### src/rtl/bus_arbiter.sv
// Round-robin arbiter for a shared tristate data bus with hold-time limit
// and a mandatory idle turnaround between consecutive grants.
module bus_arbiter #(
  parameter int unsigned N_REQ     = 4,
  parameter int unsigned MAX_HOLD  = 8,
  parameter int unsigned TA_CYCLES = 1
) (
  input  logic                     clk,
  input  logic                     rst,
  input  logic [N_REQ-1:0]         req,
  output logic [N_REQ-1:0]         gnt,
  output logic [N_REQ-1:0]         data_enable_low,
  output logic [$clog2(N_REQ)-1:0] grant_id,
  output logic                     bus_busy
);

  localparam int unsigned ID_W   = $clog2(N_REQ);
  localparam int unsigned HOLD_W = $clog2(MAX_HOLD + 1);
  localparam int unsigned TA_W   = $clog2(TA_CYCLES + 1);

  typedef enum logic [1:0] {
    IDLE,
    GRANT,
    TURNAROUND
  } state_e;

  state_e            state_q, state_d;
  logic [N_REQ-1:0]  gnt_q, gnt_d;
  logic [N_REQ-1:0]  den_q, den_d;
  logic [ID_W-1:0]   grant_id_q, grant_id_d;
  logic [ID_W-1:0]   last_owner_q, last_owner_d;
  logic [HOLD_W-1:0] hold_cnt_q, hold_cnt_d;
  logic [TA_W-1:0]   ta_cnt_q, ta_cnt_d;
  logic              busy_q, busy_d;

  logic [ID_W-1:0]   winner;
  logic [ID_W-1:0]   cand;
  logic              win_valid;
  logic              start_grant;

  // Scan starts just past the last owner, so a timed-out owner still
  // requesting is considered last.
  always_comb begin
    winner    = '0;
    win_valid = 1'b0;
    cand      = '0;
    for (int unsigned i = 1; i <= N_REQ; i++) begin
      cand = ID_W'((32'(last_owner_q) + i) % N_REQ);
      if (!win_valid && req[cand]) begin
        win_valid = 1'b1;
        winner    = cand;
      end
    end
  end

  always_comb begin
    state_d      = state_q;
    gnt_d        = gnt_q;
    grant_id_d   = grant_id_q;
    last_owner_d = last_owner_q;
    hold_cnt_d   = hold_cnt_q;
    ta_cnt_d     = ta_cnt_q;
    busy_d       = busy_q;
    start_grant  = 1'b0;

    unique case (state_q)
      IDLE: begin
        if (win_valid) start_grant = 1'b1;
      end
      GRANT: begin
        if (!req[grant_id_q] || hold_cnt_q == HOLD_W'(MAX_HOLD)) begin
          state_d    = TURNAROUND;
          gnt_d      = '0;
          hold_cnt_d = '0;
          ta_cnt_d   = TA_W'(1);
          busy_d     = 1'b1;
        end else begin
          hold_cnt_d = hold_cnt_q + HOLD_W'(1);
        end
      end
      TURNAROUND: begin
        if (ta_cnt_q == TA_W'(TA_CYCLES)) begin
          ta_cnt_d = '0;
          if (win_valid) begin
            start_grant = 1'b1;
          end else begin
            state_d = IDLE;
            busy_d  = 1'b0;
          end
        end else begin
          ta_cnt_d = ta_cnt_q + TA_W'(1);
        end
      end
      default: begin
        state_d = IDLE;
        gnt_d   = '0;
        busy_d  = 1'b0;
      end
    endcase

    if (start_grant) begin
      state_d      = GRANT;
      gnt_d        = N_REQ'(1) << winner;
      grant_id_d   = winner;
      last_owner_d = winner;
      hold_cnt_d   = HOLD_W'(1);
      busy_d       = 1'b1;
    end

    den_d = ~gnt_d;
  end

  always_ff @(posedge clk) begin
    if (rst) begin
      state_q      <= IDLE;
      gnt_q        <= '0;
      den_q        <= '1;
      grant_id_q   <= '0;
      last_owner_q <= ID_W'(N_REQ - 1);
      hold_cnt_q   <= '0;
      ta_cnt_q     <= '0;
      busy_q       <= 1'b0;
    end else begin
      state_q      <= state_d;
      gnt_q        <= gnt_d;
      den_q        <= den_d;
      grant_id_q   <= grant_id_d;
      last_owner_q <= last_owner_d;
      hold_cnt_q   <= hold_cnt_d;
      ta_cnt_q     <= ta_cnt_d;
      busy_q       <= busy_d;
    end
  end

  assign gnt             = gnt_q;
  assign data_enable_low = den_q;
  assign grant_id        = grant_id_q;
  assign bus_busy        = busy_q;

  a_gnt_onehot0: assert property (@(posedge clk) disable iff (rst) $onehot0(gnt_q));
  a_den_inverse: assert property (@(posedge clk) disable iff (rst) den_q == ~gnt_q);
  a_gnt_state:   assert property (@(posedge clk) disable iff (rst)
                                  (state_q == GRANT) == (gnt_q != '0));

endmodule

### config.mk
export PLATFORM = sky130hd
export DESIGN_NAME = bus_arbiter
export DESIGN_NICKNAME = d
export VERILOG_FILES = /design/src/rtl/bus_arbiter.sv
export SDC_FILE = /design/constraint.sdc
export NUM_CORES = 1
export LEC_CHECK = 0
export ABC_AREA = 0
export BUFFER_PORTS_ARGS = -buffer_cell sky130_fd_sc_hd__buf_2
export CAP_MARGIN = 20
export CORE_UTILIZATION = 45
export DETAILED_ROUTE_END_ITERATION = 6
export GPL_TIMING_DRIVEN = 0
export HOLD_SLACK_MARGIN = 0.05
export PLACE_DENSITY = 0.67
export SLEW_MARGIN = 0
export SYNTH_ARGS = -nofsm -noshare
export SYNTH_HDL_FRONTEND = slang
export SYNTH_SLANG_ARGS = --single-unit
export TNS_END_PERCENT = 30
### constraint.sdc
create_clock -name clk -period 2.2 [get_ports clk]
set_clock_uncertainty 0.1 [all_clocks]
set_input_delay 0.44 -clock clk [delete_from_list [all_inputs] [get_ports clk]]
set_output_delay 0.44 -clock clk [all_outputs]
set_load 0.1 [all_outputs]
==> results of run 1 <==
final cells by class:
| class | instances | share of cell area |
|---|---|---|
| flip-flops and latches | 20 | 0.364 |
| plain buffers | 1 | 0.00340 |
| clock buffers | 3 | 0.0204 |
| clock inverters | 1 | 0.0272 |
| multi-input cells | 72 | 0.472 |
| well taps | 27 | 0.0306 |
| inverters | 3 | 0.0102 |
| repair buffers | 16 | 0.0725 |
per-layer routing:
layer | up-vias | part of all wire | global-route usage
met5 | - | 0 | 0
met4 | 0 | 0.021 | 0.100
met3 | 4 | 0.035 | 0.0340
met2 | 20 | 0.46 | 0.255
met1 | 367 | 0.49 | 0.271
li1 | 405 | - | -
worst reg2reg max path, delay by kind of cell (launching register included):
family,cells,cell delay (ps)
AOI/OAI and AO/OA,2,350
DFF,1,360
muxes,1,570
and+or+nand+nor,1,180
metrics by stage:
stage	instance area (um2)	hold WS (ps)	std cells	util	worst slack, ps
6_report	1100	354	143	0.563	544
5_1_grt	1100	364	143	0.563	406
4_1_cts	1100	357	143	0.563	523
3_5_place_dp	1050	336	139	0.536	322
3_3_place_gp	1050	333	139	0.536	348
2_1_floorplan	938	358	96	-	84.1
cells in the mapped netlist (all sizes together) (3+ instances only):
library cell / number
a32oi: 4
a21oi: 10
nand3: 5
dfxtp: 20
nand2b: 4
nor2: 4
a32o: 4
nand2: 8
nor2b: 4
nor3: 3
inv: 3
cell families (layout without fill, tap and decap cells):
family,Yosys count,count (layout),synth area share
AO/OA/AOI/OAI,29,29,0.236
adder cells (fa/ha/maj),2,2,0.0267
buffers and inverters,4,24,0.0160
flip-flops,20,20,0.427
multiplexers,1,1,0.0240
AND/OR/NAND/NOR,40,40,0.270
placed cells by master (no fill, tap or decap), types with 2 or more instances in the layout:
| cell | Yosys | final |
|---|---|---|
| dfxtp_1 | 20 | 19 |
| buf_2 | 0 | 16 |
| a21oi_1 | 10 | 10 |
| nand2_1 | 8 | 8 |
| nor2b_1 | 4 | 4 |
| nand2b_1 | 4 | 4 |
| nor2_1 | 4 | 4 |
| a32o_1 | 4 | 4 |
| a32oi_1 | 4 | 4 |
| nand3_1 | 4 | 4 |
| inv_1 | 3 | 3 |
| clkbuf_4 | 0 | 3 |
| nor3_1 | 2 | 2 |
| a211oi_1 | 2 | 2 |
| or3_1 | 2 | 2 |
| o21ai_0 | 2 | 2 |
| o22a_1 | 2 | 2 |
| ha_1 | 2 | 2 |
worst paths after layout:
check | startpoint | to | slack (ps) | cells past startpoint
worst max-delay path | grant_id[0]$_SDFFE_PP0N_ | grant_id[0] | 540 | 1
worst min-delay path | gnt[2]$_SDFF_PP0_ | data_enable_low[2]$_SDFF_PP1_ | 350 | 1
worst max register to register | grant_id[1]$_SDFFE_PP0N_ | gnt[1]$_SDFF_PP0_ | 550 | 4
worst min register to register | gnt[2]$_SDFF_PP0_ | data_enable_low[2]$_SDFF_PP1_ | 350 | 1
sequential cells by signal (all words and copies together) (netlist names):
register	flops
last_owner_q	2
bus_busy	1
data_enable_low	4
grant_id	2
state_q	2
ta_cnt_q	1
gnt	4
hold_cnt_q	4
where the power goes:
group          switching, mW  internal (mW)
registers             0.0426          0.414
clock network          0.114          0.184
logic                  0.351          0.116
total                  0.507          0.714
==> impl_metrics.ini, run 1 <==
[clocking]
cts_tree = yes
numCtsBuffers = 3
cts.path.max_buffers = 2
clkLatencyLatePin_ps = 300
cts_sinks = 20
cts_root_buffer = clkbuf_4
cts_setup_buffers = 0
cts_resized = 0
postCtsHoldBufs = 0
clk_pin_slew_ps = 110
htree_levels = 1

[synthesis]
syn_area_um2 = 937
yosys.area.top_type = dfxtp_1
synth_nets = 104
synth_edf_count = 0
ys_async_sr_fraction = 0
netlist_instances = 96
ys_seq_area_frac = 0.427
synth.distinct_cells = 35
synthFlopType = dfxtp_1
synth_top_area_share = 0.427
synth_top_cells_by_area = dfxtp_1, a21oi_1, a32o_1, a32oi_1, nand2_1
synth_warnings = 0
ys_seq_elements = 20
synth.avg_cell_area_um2 = 9.76

[worst_setup_path]
critPathTopFamily = buffers and inverters
start_kind = flip-flop
path_class = flip-flop to primary output
path_buf_inv = 1
worst_ep_arrival_time_ps = 1120
worst_path_max_delay_cell = buf_2
critPathMaxStageDelay_ps = 440
worstPathCellList = buf_2
path_max_fanout = 3
cp.required_ps = 1660
end_kind = primary output

[global_routing]
grt_usage = 0.185
grt_pass1_vias = 630
antenna_found_initial = 0
grt_pass1_wl_um = 2840
grt-ovfl-total = 0
grt_max_degree = 13

[layout]
syn_to_final_growth_pct = 17.9
multi_input_area_um2 = 522
fillers = 199
drive_gt1_frac = 0.250
fin_nets = 125
register_area_um2 = 402
antennaDiodeCount = 0

[routing]
drcViolationCount = 0
wl_per_cell_um = 12.3
first_pass_iters = 4
finalWirelength_um = 1760
antenna_left = 0
drt_iter0_drc = 8
vias = 796
post_drt_via_cell_ratio = 5.57

[run_status]
status = finished, final reports clean

[timing]
finalHoldViolations = 0
max_clock_freq_ghz = 0.604
fin_crit_sh = 0.753
setup-tns-final_ps = 0
tightestPinTransition_ps = 773
rsz0062_at_grt = false
period_needed_ps = 1660
max_slew_margin = 0.480
maxSlewViolCount = 0
setup_viol_count_final = 0

[power]
vdd_drop_max_uv = 579
cellPowerDensity_nw_per_um2 = 1110
p_leak_nw = 0.412
total_power_mw = 1.22

[die]
start_util = 0.478
coreArea_um2 = 1960
dieArea_um2 = 2270
row_count = 16
dieHeight_um = 47.6
ios = 17
fp.dieW_um = 47.6

[min_path]
worstHoldPathType = flip-flop to flip-flop

[place]
hpwl_um = 1310
gp_congestion = 0.694
numPortBuffers = 16

[job]
drv_cap = 0
No activity file was read; power rests on OpenSTA's default activity.
==> inputs of run 2 (changes only) <==
Settings changed: PLACE_DENSITY 0.67 to 0.69.
Clock period 2.2 ns to 1.5 ns, I/O delays scaled along.
==> run 2 against run 1 <==
Compared with the run above:
- the flow now finishes with violations (negative setup slack)
- worst setup slack got worse by 700 ps
- via count grew 3.0%
- largest power group unchanged
- sequential power increased by 48%
- sequential share of layout area shrank 0.89 points
- wire length increased by 14%
- critical path depth grew 3
- register-to-register slack worse by 710 ps
- power rose by 40%
==> impl_metrics.ini, run 2 (same netlist as run 1, synthesis figures left out) <==
[run_status]
status = finished with violations
violations = negative setup slack

[global_routing]
grt_pass1_vias = 664
grt-ovfl-total = 0
grt_pass1_wl_um = 3040
grt_max_degree = 12
grt_usage = 0.198
antenna_found_initial = 0

[worst_setup_path]
path_max_fanout = 8
start_kind = flip-flop
worstPathCellList = mux4_2 -> nand4b_1 -> o31ai_4 -> a32o_1
cp.required_ps = 1610
worst_ep_arrival_time_ps = 1770
end_kind = flip-flop
path_class = flip-flop to flip-flop
critPathMaxStageDelay_ps = 550
worst_path_max_delay_cell = mux4_2

[place]
postPlaceCellArea_um2 = 1060
numPortBuffers = 16
hpwl_um = 1350
placed_cells = 139
gp_congestion = 0.744
place_ws_ps = -213

[die]
start_util = 0.478
ios = 17
row_count = 16
dieArea_um2 = 2270
dieHeight_um = 47.6
coreArea_um2 = 1960
fp.dieW_um = 47.6

[timing]
rsz0062_at_grt = true
fin_crit_sh = 1.11
setup_viol_count_final = 14
setup-tns-final_ps = -1290
setup_slack_ps = -160
max_clock_freq_ghz = 0.602
finalHoldViolations = 0
maxSlewViolCount = 0
period_needed_ps = 1660
tightestPinTransition_ps = 494
max_slew_margin = 0.668

[routing]
antenna_left = 0
drt_iter0_drc = 25
first_pass_iters = 4
wl_per_cell_um = 13.7
post_drt_via_cell_ratio = 5.62
finalWirelength_um = 2010
vias = 820
drcViolationCount = 0

[clocking]
cts.path.max_buffers = 2
clk_pin_slew_ps = 120
cts_root_buffer = clkbuf_4
numCtsBuffers = 3
cts_tree = yes
postCtsHoldBufs = 0
clkLatencyLatePin_ps = 310
cts_sinks = 20
htree_levels = 1

[power]
total_power_mw = 1.70
p_leak_nw = 0.424
switching_share = 0.455
p_sw_mw = 0.776
vdd_drop_max_uv = 701
cellPowerDensity_nw_per_um2 = 1480
pwr-share-comb = 0.441
clkPwrFrac = 0.163
power_frac_seq = 0.396
p_int_mw = 0.928

[layout]
layout_common_cells = dfxtp_1, buf_2, a21oi_1
final_common_cell = dfxtp_1
fin_nets = 128
antennaDiodeCount = 0
drive_gt1_frac = 0.319
fin_cells = 146
finalInstanceArea_um2 = 1150
fillers = 189
syn_to_final_growth_pct = 23.1

[min_path]
worstHoldPathType = input pin to flip-flop

[job]
drv_cap = 0
-- run 2: changes by cell type in the layout (fill, tap and decap cells not counted), moves of 3 or more --
cell,before,now
buf_4,0,8
buf_2,16,10
dfxtp_2,1,4
dfxtp_1,19,15
-- run 2: worst paths after layout --
path	from	depth (start not counted)	to	slack, ps
setup / recovery	grant_id[1]$_SDFFE_PP0N_	4	gnt[0]$_SDFF_PP0_	-160
hold / removal	rst	3	last_owner_q[0]$_SDFFE_PP1N_	320
setup reg to reg	grant_id[1]$_SDFFE_PP0N_	4	gnt[0]$_SDFF_PP0_	-160
hold reg to reg	gnt[3]$_SDFF_PP0_	1	data_enable_low[3]$_SDFF_PP1_	360
-- run 2: worst max-delay path: cells and delay by family, from the launching register on --
family	cells	cell delay [ps]
AO/OA/AOI/OAI	2	360
flip-flops	1	380
multiplexers	1	550
AND/OR/NAND/NOR	1	180
-- run 2: cell type report --
cell class | instances | area (um2) | share of cell area
Sequential cell | 20 | 409 | 0.355
Inverter | 3 | 11.3 | 0.00976
Tap cell | 27 | 33.8 | 0.0293
Timing Repair Buffer | 19 | 118 | 0.102
Clock buffer | 4 | 26.3 | 0.0228
Buffer | 1 | 3.75 | 0.00325
Multi-Input combinational cell | 72 | 552 | 0.478
-- run 2: metal layers --
layer	global-route usage	share of wire	up-vias
li1	-	-	410
met1	0.263	0.47	388
met2	0.301	0.48	15
met3	0.0340	0.027	7
met4	0.117	0.025	0
met5	0	0	-
-- run 2: power by group through the flow --
stage	clock (mW)	sequential (mW)	combinational, mW
floorplan	0	0.986	0.263
detailed placement	0	0.684	0.687
global placement	0	0.682	0.681
global route	0.292	0.687	0.805
CTS	0.281	0.669	0.734
finish	0.278	0.675	0.752
-- run 2: metrics by stage --
stage / hold WS (ps) / utilization
2_1_floorplan: 358 / -
3_3_place_gp: 336 / 0.538
3_5_place_dp: 341 / 0.538
4_1_cts: 310 / 0.575
5_1_grt: 360 / 0.588
6_report: 320 / 0.588
-- run 2: what timing repair did --
item                                   4_1_cts  5_1_grt
pin swaps                                    2        3
resized for setup                            8        6
endpoints found under the hold margin        0        0
setup buffers                                3        0
cloned                                       0        0
setup endpoints to repair                   19       22
